[config.mk]
export PLATFORM = sky130hd
export DESIGN_NAME = motor_atuador
export DESIGN_NICKNAME = d
export VERILOG_FILES = /design/src/rtl/motor_atuador.sv
export SDC_FILE = /design/constraint.sdc
export NUM_CORES = 1
export LEC_CHECK = 0
export CAP_MARGIN = 40
export CORE_AREA = 5 5 46 48
export DETAILED_ROUTE_END_ITERATION = 16
export DIE_AREA = 0 0 51 53
export PLACE_DENSITY = 0.79
export SKIP_LAST_GASP = 1
export SYNTH_ARGS = -nofsm -noshare
export SYNTH_HDL_FRONTEND = slang
export SYNTH_SLANG_ARGS = --single-unit
[constraint.sdc]
create_clock -name clk -period 3.5 [get_ports clk]
set_input_delay 0.35 -clock clk [delete_from_list [all_inputs] [get_ports clk]]
set_output_delay 0.35 -clock clk [all_outputs]
set_load 0.05 [all_outputs]
[src/rtl/motor_atuador.sv]
// motor_atuador: behavioural model of the gate motor and its limit switches.
// Integrates the controller's drive commands (a = toward fe, b = toward fd)
// into a saturating position counter, decodes the end stops fe/fd from that
// position, and latches a FAULT state on the illegal a=b=1 command.
module motor_atuador #(
    parameter int POS_W     = 4,
    parameter int POS_MAX   = 15,
    parameter int STEP_DIV  = 2,
    parameter int START_POS = 0
) (
    input  logic             clk,
    input  logic             rst,
    input  logic             a,
    input  logic             b,
    input  logic             fault_clr,
    output logic             fe,
    output logic             fd,
    output logic [POS_W-1:0] pos,
    output logic             moving,
    output logic             dir,
    output logic             fault
);

    typedef enum logic [1:0] {
        IDLE,
        LEFT,
        RIGHT,
        FAULT
    } state_t;

    localparam int CNT_W = (STEP_DIV > 1) ? $clog2(STEP_DIV) : 1;
    localparam logic [CNT_W-1:0] CNT_LAST = CNT_W'(STEP_DIV - 1);
    localparam logic [POS_W-1:0] POS_TOP  = POS_W'(POS_MAX);
    localparam logic [POS_W-1:0] POS_INIT = POS_W'(START_POS);

    state_t           state;
    logic [CNT_W-1:0] cnt;

    // End stops decoded from the registered position only.
    always_comb begin
        fe = (pos == '0);
        fd = (pos == POS_TOP);
    end

    // Motion state machine: state, step divider, position and status flags.
    always_ff @(posedge clk) begin
        if (rst) begin
            state  <= IDLE;
            pos    <= POS_INIT;
            cnt    <= '0;
            moving <= 1'b0;
            dir    <= 1'b0;
            fault  <= 1'b0;
        end else if (state == FAULT) begin
            // Position and divider stay frozen until a clean clear request.
            if (fault_clr && !a && !b) begin
                state <= IDLE;
                fault <= 1'b0;
            end
        end else if (a && b) begin
            state  <= FAULT;
            cnt    <= '0;
            moving <= 1'b0;
            dir    <= 1'b0;
            fault  <= 1'b1;
        end else begin
            case (state)
                IDLE: begin
                    if (a && !fe) begin
                        state  <= LEFT;
                        cnt    <= '0;
                        moving <= 1'b1;
                        dir    <= 1'b0;
                    end else if (b && !fd) begin
                        state  <= RIGHT;
                        cnt    <= '0;
                        moving <= 1'b1;
                        dir    <= 1'b1;
                    end
                end
                LEFT: begin
                    if (a) begin
                        if (cnt == CNT_LAST) begin
                            pos <= pos - 1'b1;
                            cnt <= '0;
                            // Arriving at the stop ends the move on the same edge.
                            if (pos == POS_W'(1)) begin
                                state  <= IDLE;
                                moving <= 1'b0;
                            end
                        end else begin
                            cnt <= cnt + 1'b1;
                        end
                    end else if (b && !fd) begin
                        state <= RIGHT;
                        cnt   <= '0;
                        dir   <= 1'b1;
                    end else begin
                        // Command dropped (or reversal into an active stop):
                        // any partial step is discarded.
                        state  <= IDLE;
                        cnt    <= '0;
                        moving <= 1'b0;
                        dir    <= 1'b0;
                    end
                end
                RIGHT: begin
                    if (b) begin
                        if (cnt == CNT_LAST) begin
                            pos <= pos + 1'b1;
                            cnt <= '0;
                            if (pos == POS_TOP - 1'b1) begin
                                state  <= IDLE;
                                moving <= 1'b0;
                                dir    <= 1'b0;
                            end
                        end else begin
                            cnt <= cnt + 1'b1;
                        end
                    end else if (a && !fe) begin
                        state <= LEFT;
                        cnt   <= '0;
                        dir   <= 1'b0;
                    end else begin
                        state  <= IDLE;
                        cnt    <= '0;
                        moving <= 1'b0;
                        dir    <= 1'b0;
                    end
                end
                default: begin
                    state <= IDLE;
                end
            endcase
        end
    end

endmodule
==> results.cfg <==
[critical_path]
reg2reg_from = state[0]
cp-start-kind = register
cp.required_ps = 3150
critPathKind = register to output pin
endpoint_kind = output pin
crit_path_start = pos[0]
cp_max_fo = 7
arrival_ps = 2240
rr_worst_depth = 6

[die]
row_count = 15
start_util_pct = 52.21
num_io_pins = 14
dieArea_sq_um = 2703
die_y_um = 53
core_area_sq_um = 1670
fp.dieW_um = 51

[yosys]
ys_seq_area_share_pct = 22.96
synth_top_cell_area_share_pct = 22.96
synth_area_leader_cell = dfxtp_1
synth_area_leaders = dfxtp_1 (23%), ha_1 (11%), nor2_1 (6.0%)
avgSynthCellArea_sq_um = 8.306
syn_area_sq_um = 872.1
ys_types = 45
syn-num-nets = 118
synthCells = 105
ys_seq_elements = 10
ys.warnings.count = 0

[clock_network]
clkTransAtPathRegs_ps = 70
cts_sinks = 10
clk_latency_ps = 270
cts_hold_buf = 0
clock_path_buffers = 2
numCtsBuffers = 3
cts_tree = built
clockRootBuffer = clkbuf_4
cts_setup_buffers = 0
ctsResizeCount = 0
htree_levels = 1

[grt]
grtUsageTotal_pct = 16.58
grt_max_degree = 19
grt_pass1_wl_um = 3408
first_global_vias = 782
grt-ovfl-total = 0
antenna_found_initial = 0

[power_and_ir_drop]
leakagePower_uw = 0.0003827
irDropWorstVdd_mv = 0.2226
p_per_area_nw_per_um2 = 443.4

[final_layout]
num_antenna_cells = 0
postLayoutCellArea_sq_um = 1005
syn_to_final_growth_pct = 15.21
seqCellArea_sq_um = 200.2
final_common_cell = nor2_1
fin_nets = 129
drive_gt1_share_pct = 10.53
multi_input_area_sq_um = 600.6
fillCellCount = 152
final_cell_mix = nor2_1 (14), clkdlybuf4s50_1 (13), dfxtp_1 (10)

[place]
port_buffers = 13
pre_cts_ws_ps = 1189
dp_hpwl_um = 1422
placedInstanceArea_sq_um = 982.2
place.gp.congestion = 0.9326

[sta]
slew-limit-headroom_pct = 60.68
grt_setup_unrepaired = no
layout_min_cycle_time_ps = 2593
fin_hold_ws_ps = 511.7
tightest_slew_ps = 588.0
final.setup_skew_ps = 5.161
setup_violations = 0
slew_viol_final = 0
setup_tns_ps = 0
fin_crit_sh_pct = 74.10
fin_ws_ps = 906.6
hold_viol_final = 0
max_freq_mhz = 385.6

[detailed_routing]
vias = 805
wl_per_cell_um = 14.93
drtIter0Drc = 11
post-route-drc-count = 0
wl_um = 1956
drtPass1Iterations = 4
ant_nets = 0
routed_via_density = 6.145

[worst_hold_path]
min_from = fault
hold_depth = 2
hp-class = register to register

[outcome]
status = complete, no violations

[run]
cap_viol_max_count = 0
[Yosys cell counts, drive strengths merged]
| library cell | count |
|---|---|
| dfxtp | 10 |
| clkbuf | 2 |
| o22ai | 1 |
| nor2b | 1 |
| nand2b | 2 |
| o311a | 1 |
| a21oi | 5 |
| mux2i | 3 |
| inv | 8 |
| a32o | 1 |
| a2111oi | 1 |
| a22oi | 2 |
| nor2 | 14 |
| o311ai | 1 |
| buf | 5 |
| or3b | 1 |
| nand4 | 4 |
| o21ai | 3 |
| ha | 8 |
| nor4b | 1 |
| o21bai | 1 |
| mux2 | 1 |
| and3b | 1 |
| o41ai | 1 |
| o211a | 1 |
| o211ai | 1 |
| and2 | 1 |
| xor2 | 2 |
| and4b | 1 |
| xnor2 | 2 |
| nand3 | 2 |
| a211oi | 2 |
| nor3b | 3 |
| o221ai | 1 |
| nand3b | 2 |
| nand2 | 4 |
| nor4bb | 2 |
| o31ai | 1 |
| a31o | 1 |
| a2bb2oi | 1 |
[report_power, final]
| group | total [uW] | switching, uW | internal [uW] |
|---|---|---|---|
| Clock | 81.2 | 41.4 | 39.8 |
| Combinational | 223 | 128 | 94.9 |
| Sequential | 141 | 11.6 | 130 |
| Total | 445 | 181 | 264 |
[layout make-up]
| cell class | instances | area share, % |
|---|---|---|
| clock buffer | 3 | 2.242 |
| timing repair buffer | 13 | 12.95 |
| multi-input combinational | 80 | 59.78 |
| inverter | 8 | 2.989 |
| tap | 17 | 2.117 |
| sequential | 10 | 19.93 |
[critical path: stages (launching register included)]
cell and delay [ps]:
dfxtp_1 390, inv_1 110, ha_1 180, or3b_4 420
inv_2 80, clkdlybuf4s50_1 800
[path summary, 6_finish.rpt]
check	slack, ps	to
worst max-delay path	910	fe
worst min-delay path	510	fault
worst max register to register	1520	state[1]
worst min register to register	510	fault
[registers in the layout, summed over array words and instances, names as in the netlist]
name and cells:
dir 1, state 2, moving 1, cnt 1, pos 4, fault 1
[stage by stage]
step,utilization (%),total power [uW],std cells
detailed placement,58.80,365.7,128
finish,60.15,445.5,131
floorplan,-,317.1,105
global route,60.15,476.1,131
global placement,58.80,363.2,128
CTS,60.15,446.2,131
[cell families (layout without fill, tap and decap cells)]
family / count (synthesis) / after routing / synth area share, %
AND/OR/NAND/NOR: 39 / 39 / 26.68
AO/OA/AOI/OAI: 25 / 25 / 21.95
buffers and inverters: 15 / 24 / 8.178
flip-flops: 10 / 10 / 22.96
adder cells (fa/ha/maj): 8 / 8 / 11.48
XOR/XNOR: 4 / 4 / 4.018
multiplexers: 4 / 4 / 4.735
[routing by layer]
metal  part of all wire (%)  routed length (um)  up-vias  global-route usage, %
met1                     46                 892      380                  20.14
li1                       -                   -      399                      -
met4                   0.51                  10        0                  2.691
met5                      0                   0        -                      0
met3                    4.7                  92        2                  5.915
met2                     49                 961       24                  28.33
(Power assumes the default switching activity.)
